### config.mk
export PLATFORM = sky130hd
export DESIGN_NAME = rr_grant_scheduler
export DESIGN_NICKNAME = d
export VERILOG_FILES = /design/src/rtl/rr_sched_pkg.sv /design/src/rtl/rr_pick.sv /design/src/rtl/rr_grant_scheduler.sv
export SDC_FILE = /design/constraint.sdc
export NUM_CORES = 1
export LEC_CHECK = 0
export ABC_AREA = 1
export BUFFER_PORTS_ARGS = -buffer_cell sky130_fd_sc_hd__buf_4
export CORE_MARGIN = 2
export CORE_UTILIZATION = 51
export DETAILED_ROUTE_END_ITERATION = 10
export GPL_TIMING_DRIVEN = 1
export PLACE_DENSITY = 0.85
export SLEW_MARGIN = 30
export SYNTH_ARGS = -nofsm -noshare
export SYNTH_HDL_FRONTEND = slang
export SYNTH_SLANG_ARGS = --single-unit
### constraint.sdc
create_clock -name clk -period 3.3 [get_ports clk]
set_clock_uncertainty 0.2 [all_clocks]
set_input_delay 0.495 -clock clk [delete_from_list [all_inputs] [get_ports clk]]
set_output_delay 0.495 -clock clk [all_outputs]
set_load 0.02 [all_outputs]
### src/rtl/rr_sched_pkg.sv
// Shared types and sizing for the round-robin grant scheduler.
// Eight requesters, a 3-bit owner index and a 16-bit select bus for the downstream decoder.
package rr_sched_pkg;

  localparam int NUM_REQ = 8;
  localparam int IDX_W   = 3;
  localparam int SEL_W   = 16;
  localparam int HOLD_W  = 8;

  typedef enum logic [1:0] {
    IDLE = 2'd0,
    BUSY = 2'd1,
    GAP  = 2'd2
  } state_t;

endpackage

### src/rtl/rr_pick.sv
// Stateless rotating-priority search: starting at ptr and wrapping modulo NUM_REQ,
// the first asserted request wins.
module rr_pick
  import rr_sched_pkg::*;
(
  input  logic [NUM_REQ-1:0] req,
  input  logic [IDX_W-1:0]   ptr,
  output logic               any,
  output logic [IDX_W-1:0]   winner
);

  logic [NUM_REQ-1:0] rot;
  logic [IDX_W-1:0]   offset;

  // rot[k] is the request sitting k places after the pointer
  generate
    for (genvar gi = 0; gi < NUM_REQ; gi++) begin : g_rot
      logic [IDX_W-1:0] src;
      assign src     = ptr + IDX_W'(gi);
      assign rot[gi] = req[src];
    end
  endgenerate

  // Scan downward so the lowest rotated position is the last (winning) assignment
  always_comb begin
    offset = '0;
    for (int k = NUM_REQ - 1; k >= 0; k--) begin
      if (rot[k]) begin
        offset = IDX_W'(k);
      end
    end
  end

  assign any    = |req;
  assign winner = ptr + offset;

endmodule

### src/rtl/rr_grant_scheduler.sv
// Round-robin grant scheduler: IDLE -> BUSY (owner holds) -> GAP (one dead cycle) -> IDLE.
// A grant is revoked by done, by the owner dropping its request, or by the MAX_HOLD limit.
module rr_grant_scheduler
  import rr_sched_pkg::*;
#(
  parameter int MAX_HOLD = 15
) (
  input  logic               clk,
  input  logic               reset,
  input  logic [NUM_REQ-1:0] req,
  input  logic               done,
  output logic               grant_valid,
  output logic [IDX_W-1:0]   grant_idx,
  output logic [SEL_W-1:0]   grant_onehot,
  output logic               timeout
);

  localparam logic [HOLD_W-1:0] HOLD_LAST = HOLD_W'(MAX_HOLD - 1);

  state_t             state_reg, state_next;
  logic [IDX_W-1:0]   ptr_reg, ptr_next;
  logic [HOLD_W-1:0]  hold_cnt_reg, hold_cnt_next;
  logic               grant_valid_reg, grant_valid_next;
  logic [IDX_W-1:0]   grant_idx_reg, grant_idx_next;
  logic [SEL_W-1:0]   grant_onehot_reg, grant_onehot_next;
  logic               timeout_reg, timeout_next;

  logic               pick_any;
  logic [IDX_W-1:0]   pick_winner;
  logic               hold_hit;
  logic               owner_req;
  logic               release_now;

  rr_pick u_pick (
    .req    (req),
    .ptr    (ptr_reg),
    .any    (pick_any),
    .winner (pick_winner)
  );

  assign hold_hit    = (hold_cnt_reg == HOLD_LAST);
  assign owner_req   = req[grant_idx_reg];
  assign release_now = done || !owner_req || hold_hit;

  always_comb begin
    state_next       = state_reg;
    ptr_next         = ptr_reg;
    hold_cnt_next    = hold_cnt_reg;
    grant_valid_next = grant_valid_reg;
    grant_idx_next   = grant_idx_reg;
    timeout_next     = 1'b0;

    case (state_reg)
      IDLE: begin
        if (pick_any) begin
          state_next       = BUSY;
          grant_valid_next = 1'b1;
          grant_idx_next   = pick_winner;
          ptr_next         = pick_winner + IDX_W'(1);
          hold_cnt_next    = '0;
        end
      end
      BUSY: begin
        if (release_now) begin
          state_next       = GAP;
          grant_valid_next = 1'b0;
          // A timeout is reported only when the hold limit alone ended the grant
          timeout_next     = hold_hit && !done && owner_req;
        end else if (!hold_hit) begin
          hold_cnt_next    = hold_cnt_reg + HOLD_W'(1);
        end
      end
      GAP: begin
        state_next = IDLE;
      end
      default: begin
        state_next       = IDLE;
        grant_valid_next = 1'b0;
      end
    endcase
  end

  // Decoder select is derived from the next-state grant so it registers alongside it
  generate
    for (genvar gi = 0; gi < NUM_REQ; gi++) begin : g_sel
      assign grant_onehot_next[gi] = grant_valid_next && (grant_idx_next == IDX_W'(gi));
    end
  endgenerate
  assign grant_onehot_next[SEL_W-1:NUM_REQ] = '0;

  always_ff @(posedge clk) begin
    if (reset) begin
      state_reg        <= IDLE;
      ptr_reg          <= '0;
      hold_cnt_reg     <= '0;
      grant_valid_reg  <= 1'b0;
      grant_idx_reg    <= '0;
      grant_onehot_reg <= '0;
      timeout_reg      <= 1'b0;
    end else begin
      state_reg        <= state_next;
      ptr_reg          <= ptr_next;
      hold_cnt_reg     <= hold_cnt_next;
      grant_valid_reg  <= grant_valid_next;
      grant_idx_reg    <= grant_idx_next;
      grant_onehot_reg <= grant_onehot_next;
      timeout_reg      <= timeout_next;
    end
  end

  assign grant_valid  = grant_valid_reg;
  assign grant_idx    = grant_idx_reg;
  assign grant_onehot = grant_onehot_reg;
  assign timeout      = timeout_reg;

endmodule

# Word-level counts from Yosys, hierarchy flattened
# Index checks and enable logic that the tools add are counted.
[op_classes]
n_addsub = 10
n_eq_ne = 14
n_reduce_logical = 22
n_mux = 38
magnitude_cmp = 9
n_bitwise = 2
[op_table]
columns = ["op", "count"]
rows = [
  ["< comparator 3 x 4 -> 1 bit, second input constant", 9],
  ["2-to-1 mux 3 bit", 10],
  ["binary-select mux 1 bit (select 3 bit)", 9],
  ["2-to-1 mux 8 bit", 3],
  ["one-hot mux 8 bit (2 select lines)", 1],
  ["adder 3 bit, second input constant", 4],
  ["== test 3 bit, second input constant", 4],
  ["2-to-1 mux 1 bit", 11],
  ["logical AND 1 bit", 10],
  ["adder 8 x 1 -> 8 bit, second input constant", 1],
  ["== test 8 x 4 -> 1 bit, second input constant", 1],
  ["!= test 2 bit, second input constant", 4],
  ["OR reduction 8 bit", 1],
  ["adder 3 x 1 -> 3 bit, second input constant", 2],
  ["adder 3 x 2 -> 3 bit, second input constant", 2],
  ["== test 3 x 2 -> 1 bit, second input constant", 2],
  ["2-to-1 mux 2 bit", 2],
  ["one-hot mux 2 bit (2 select lines)", 1],
  ["AND reduction 2 bit", 2],
  ["AND reduction 4 bit", 1],
  ["adder 3 bit", 1],
  ["== test 3 x 1 -> 1 bit, second input constant", 1],
  ["logical NOT 3 bit", 1],
  ["one-hot mux 1 bit (3 select lines)", 1],
  ["other kinds (8)", 11],
]
[word_totals]
wordCells = 103
in_bits = 11
output_inout_bits = 21
reg_bits = 34

# Depth between registers and ports, before layout
[logic_depth]
word_depth = 16
ltp_mapped = 21
mapped_depth_nobuf = 21

# By module
# A second synthesis with hierarchy kept.
[unflattened]
hier_cells = 295
hier_area_um2 = 1885.6
[by_module_without_submodules]
columns = ["module", "n_inst", "cells_each", "seq_area_each_um2", "area_per_inst_um2"]
rows = [
  ["rr_grant_scheduler", 1, 188, 520.5, 1315.0],
  ["rr_pick", 1, 107, 0.0, 570.5],
]

# Worst setup path after synthesis
# OpenSTA, ideal clock, no wires.
[synth_timing]
path_type = "reg-to-reg"
start = "register ptr_reg[0]"
end = "register grant_onehot_reg[2], in the netlist grant_onehot[2]"
stages_incl_launch_ff = 21
slack_ns = 0.142
setup_ns = 0.114
arrival_ns = 2.844
t_required_ns = 2.986
path_buffers = 1
period_less_slack_ns = 3.158
path_cell_list = "dfxtp_1 buf_6 inv_8 ha_1 inv_1 nand3_1 nand3_1 nand2_1 a21oi_1 o21ai_0 nand2_1 a21boi_0 ha_1 inv_1 fa_1 xor2_1 inv_1 nand3_2 nand3_4 nand2_4 nor2_1"
[synth_via]
elab_chain_len = 16
elab_cells_between_ends = 36
classes_between = "add/sub (8); eq/ne (1); mux (26); reduce/logical (1)"
[synth_lines]
columns = ["item", "line_no", "source"]
rows = [
  ["from (decl)", "rr_grant_scheduler.sv:21", "logic [IDX_W-1:0] ptr_reg, ptr_next;"],
  ["from (signal assigned)", "rr_grant_scheduler.sv:102", "ptr_reg <= ptr_next;"],
  ["adder 3 bit", "rr_pick.sv:19", "assign src = ptr + IDX_W'(gi);"],
  ["binary-select mux 1 bit (select 3 bit)", "rr_pick.sv:20", "assign rot[gi] = req[src];"],
  ["2-to-1 mux 1 bit (implied by the code)", "rr_pick.sv:20", ""],
  ["2-to-1 mux 3 bit (8 in a row)", "rr_pick.sv:28", "if (rot[k]) begin"],
  ["adder 3 bit (*)", "rr_pick.sv:35", "assign winner = ptr + offset;"],
  ["2-to-1 mux 3 bit (*)", "rr_grant_scheduler.sv:55", "if (pick_any) begin"],
  ["2-to-1 mux 3 bit (*)", "rr_grant_scheduler.sv:53", "case (state_reg)"],
  ["== test 3 x 2 -> 1 bit (*)", "rr_grant_scheduler.sv:86", "assign grant_onehot_next[gi] = grant_valid_next && (grant_idx_next == IDX_W'(gi));"],
  ["logical AND 1 bit (*)", "rr_grant_scheduler.sv:86", ""],
  ["to (signal assigned)", "rr_grant_scheduler.sv:106", "grant_onehot_reg <= grant_onehot_next;"],
  ["to (decl)", "rr_grant_scheduler.sv:25", "logic [SEL_W-1:0] grant_onehot_reg, grant_onehot_next;"],
]
# Mark *: on every way between the ends. The rest lies on a longest branch, timed or not. The select of a mux whose other input is x is not followed.
# A chain may end at the register's enable or synchronous reset.

# Final worst setup path
[layout_timing]
start = "register ptr_reg[0]"
end = "register grant_onehot_reg[1], in the netlist grant_onehot[1]"
[layout_via]
elab_chain_len = 16
elab_cells_between_ends = 36
classes_between = "add/sub (8); eq/ne (1); mux (26); reduce/logical (1)"
[layout_lines]
columns = ["item", "line_no"]
rows = [
  ["adder 3 bit", "rr_pick.sv:19"],
  ["binary-select mux 1 bit (select 3 bit)", "rr_pick.sv:20"],
  ["2-to-1 mux 1 bit (implied by the code)", "rr_pick.sv:20"],
  ["2-to-1 mux 3 bit (8 in a row)", "rr_pick.sv:28"],
  ["adder 3 bit (*)", "rr_pick.sv:35"],
  ["2-to-1 mux 3 bit (*)", "rr_grant_scheduler.sv:55"],
  ["2-to-1 mux 3 bit (*)", "rr_grant_scheduler.sv:53"],
  ["== test 3 x 1 -> 1 bit (*)", "rr_grant_scheduler.sv:86"],
  ["logical AND 1 bit (*)", "rr_grant_scheduler.sv:86"],
]
# Marked as above.

==> results.yml <==
status:
  status: "completed"
placement:
  io_buffers: 23
  placement.cell_area_um2: 2060
  placedCellCount: 346
  dpl.hpwl_um: 3100
  globalplace.congestion: 0.842
  pre_cts_ws_ps: 10.8
global_routing:
  busiest_layer: "met2"
  gr-total-overflow: 0
  grt_max_degree: 17
  grt_pass1_vias: 1623
  grt.met1_usage_pct: 27.5
  globalRouteTotalUtil_pct: 20.9
  use_met2_pct: 35.7
  grtUsageMet3_pct: 2.95
  grt_pass1_wl_um: 7020
  antenna_found_initial: 0
synthesis:
  synth-edff-count: 0
  synth_seq_cells: 26
  ys_seq_area_share_pct: 27.8
  ys_types: 35
  syn_area_um2: 1870
  syn_area_per_cell_um2: 6.74
  synthCells: 278
  synth_top_cell_area_share_pct: 27.8
  yosys_warnings: 0
  yosys-top-cells-area: "dfxtp_1 (28%), nand2_1 (13%), nand3_1 (9.3%)"
  synthArstFlopShare_pct: 0
  synthFlopType: "dfxtp_1"
  yosys.area.top_type: "dfxtp_1"
  synthTopCellsByCount: "nand2_1 (66), nand3_1 (35), dfxtp_1 (26)"
  yosysMostFrequentCell: "nand2_1"
finish:
  instances_no_fill: 350
  diodes: 0
  fin_area_um2: 2160
  drive_gt1_share_pct: 23.2
  syn2layout_area_growth_pct: 15.4
  nNetsFinal: 320
cts:
  clkLatencyLatePin_ps: 270
  cts_max_path_buffers: 2
  numClockSinks: 26
  htreeDepth: 1
  cts_hold_buf: 0
  clk_pin_slew_worst_paths_ps: 90
  cts_tree: "built"
  cts_root_buffer: "clkbuf_8"
  cts_setup_buffers: 0
  cts_made_buffers: 3
sta:
  period_share_pct: 92.8
  hold_viol: 0
  maxSlewHeadroom_pct: 65.2
  tightest_slew_ps: 522
  whs_ps: 308
  timing.final.ws_setup_ps: 237
  fin_crit_ps: 3060
  tns_ps: 0
  finalSetupViolations: 0
  slew_viol_final: 0
  clock.fmax_mhz: 326
die:
  row_count: 22
  die_area_um2: 4180
  die_x_um: 64.6
  placeableCoreArea_um2: 3610
  die_y_um: 64.6
  ios: 32
  start_util_pct: 52.0
routing:
  routedWlPerCell_um: 12.0
  drt-total-wl_um: 4210
  num_vias: 1809
  first_iter_violations: 77
  drc_errors: 0
  first_pass_iters: 4
  ant_nets: 0
  post_drt_via_cell_ratio: 5.17
worst_hold_path:
  hp-class: "in -> reg"
  worstHoldEndpoint: "hold_cnt_reg[0]$_SDFFE_PP0P_"
  min-delay-start: "reset"
  whs_path_depth: 2
worst_setup_path:
  worstPathArrival_ps: 3040
  reg2reg_slack_ps: 240
  endpoint_kind: "flip-flop"
  crit_type: "reg -> reg"
  start_kind: "flip-flop"
  worstPathMaxFanout: 6
  rr_startpoint: "ptr_reg[0]$_SDFFE_PP0P_"
  reg2reg_to: "grant_onehot[1]$_SDFF_PP0_"
  r2r_cells: 19
  cp.required_ps: 3280
pwr:
  power.leakage_nw: 1.02
  power_per_cell_area_nw_per_um2: 875
  ir_drop_mv: 0.606
run:
  maxCapViolations: 0
## metal layers
layer / wire, um / part of all wire, %
met1: 1970 / 47
met2: 2010 / 48
met3: 188 / 4.5
met4: 39 / 0.93
met5: 0 / 0
## power breakdown
group | internal, mW | switching [mW]
Combinational | 0.429 | 0.743
Sequential | 0.380 | 0.0740
Clock | 0.162 | 0.104
Total | 0.971 | 0.921
## critical path: stages, from the launching register on
cell and delay [ps]:
dfxtp_4 400, inv_8 30, ha_2 360, inv_2 70, nand3_1 100, nand3_1 90
nand2_2 100, a21oi_1 70, o21ai_1 110, nand2_1 60, a21boi_1 130, ha_1 160
inv_1 50, fa_1 400, xor2_2 170, buf_4 160, nand2_4 80, nand3_4 110
nand2_4 90, nor2_1 40
## metrics by stage
| step | total power, mW | utilization [%] |
|---|---|---|
| 6_report | 1.89 | 60.0 |
| 3_3_place_gp | 1.53 | 57.0 |
| 5_1_grt | 2.05 | 60.0 |
| 2_1_floorplan | 1.32 | - |
| 3_5_place_dp | 1.56 | 57.0 |
| 4_1_cts | 1.84 | 59.0 |
## cell type report
cell class,count,area [um^2]
flip-flops and latches,26,524
fillers,332,1440
clock buffers,3,41.3
well taps,48,60.1
multi-input cells,214,1170
repair buffers,29,221
inverters,29,116
clock inverters,1,30.0
## cell families after synthesis
logic type,synth area share (%)
AO/OA/AOI/OAI,8.81
XOR/XNOR,4.21
adder cells (fa/ha/maj),4.41
buffers and inverters,12.7
flip-flops,27.8
other,0.200
AND/OR/NAND/NOR,41.9
## worst max-delay path by stage
stage	start	endpoint	slack, ps	depth (start not counted)
after floorplan	ptr_reg[0]$_SDFFE_PP0P_	grant_onehot[2]$_SDFF_PP0_	140	20
after global routing	ptr_reg[0]$_SDFFE_PP0P_	grant_onehot[3]$_SDFF_PP0_	-0.9	19
final	ptr_reg[0]$_SDFFE_PP0P_	grant_onehot[1]$_SDFF_PP0_	240	19
after CTS	ptr_reg[0]$_SDFFE_PP0P_	grant_onehot[0]$_SDFF_PP0_	50	19
after detailed placement	ptr_reg[0]$_SDFFE_PP0P_	grant_onehot[4]$_SDFF_PP0_	10	19
after global placement	ptr_reg[0]$_SDFFE_PP0P_	grant_onehot[4]$_SDFF_PP0_	120	17
## repair_timing
action	in CTS	in global routing
hold endpoints to repair	0	0
pin swaps	0	1
gates resized for setup	1	12
setup endpoints to repair	6	12
## cell usage in the layout, fill, tap and decap left out, types with 2 or more instances in the layout
| cell type | n |
|---|---|
| nand2_4 | 2 |
| nand2_2 | 14 |
| nand2_1 | 65 |
| nor4_1 | 2 |
| nand3_1 | 33 |
| xor2_1 | 6 |
| o21ai_0 | 5 |
| dfxtp_1 | 25 |
| xnor2_1 | 2 |
| inv_1 | 24 |
| o211ai_1 | 2 |
| clkbuf_8 | 3 |
| a21oi_1 | 14 |
| ha_1 | 4 |
| inv_2 | 4 |
| o21ai_1 | 4 |
| nand4_1 | 7 |
| buf_4 | 28 |
| nor2_1 | 25 |
| nand3_2 | 7 |
| conb_1 | 8 |
(Power assumes the default switching activity.)
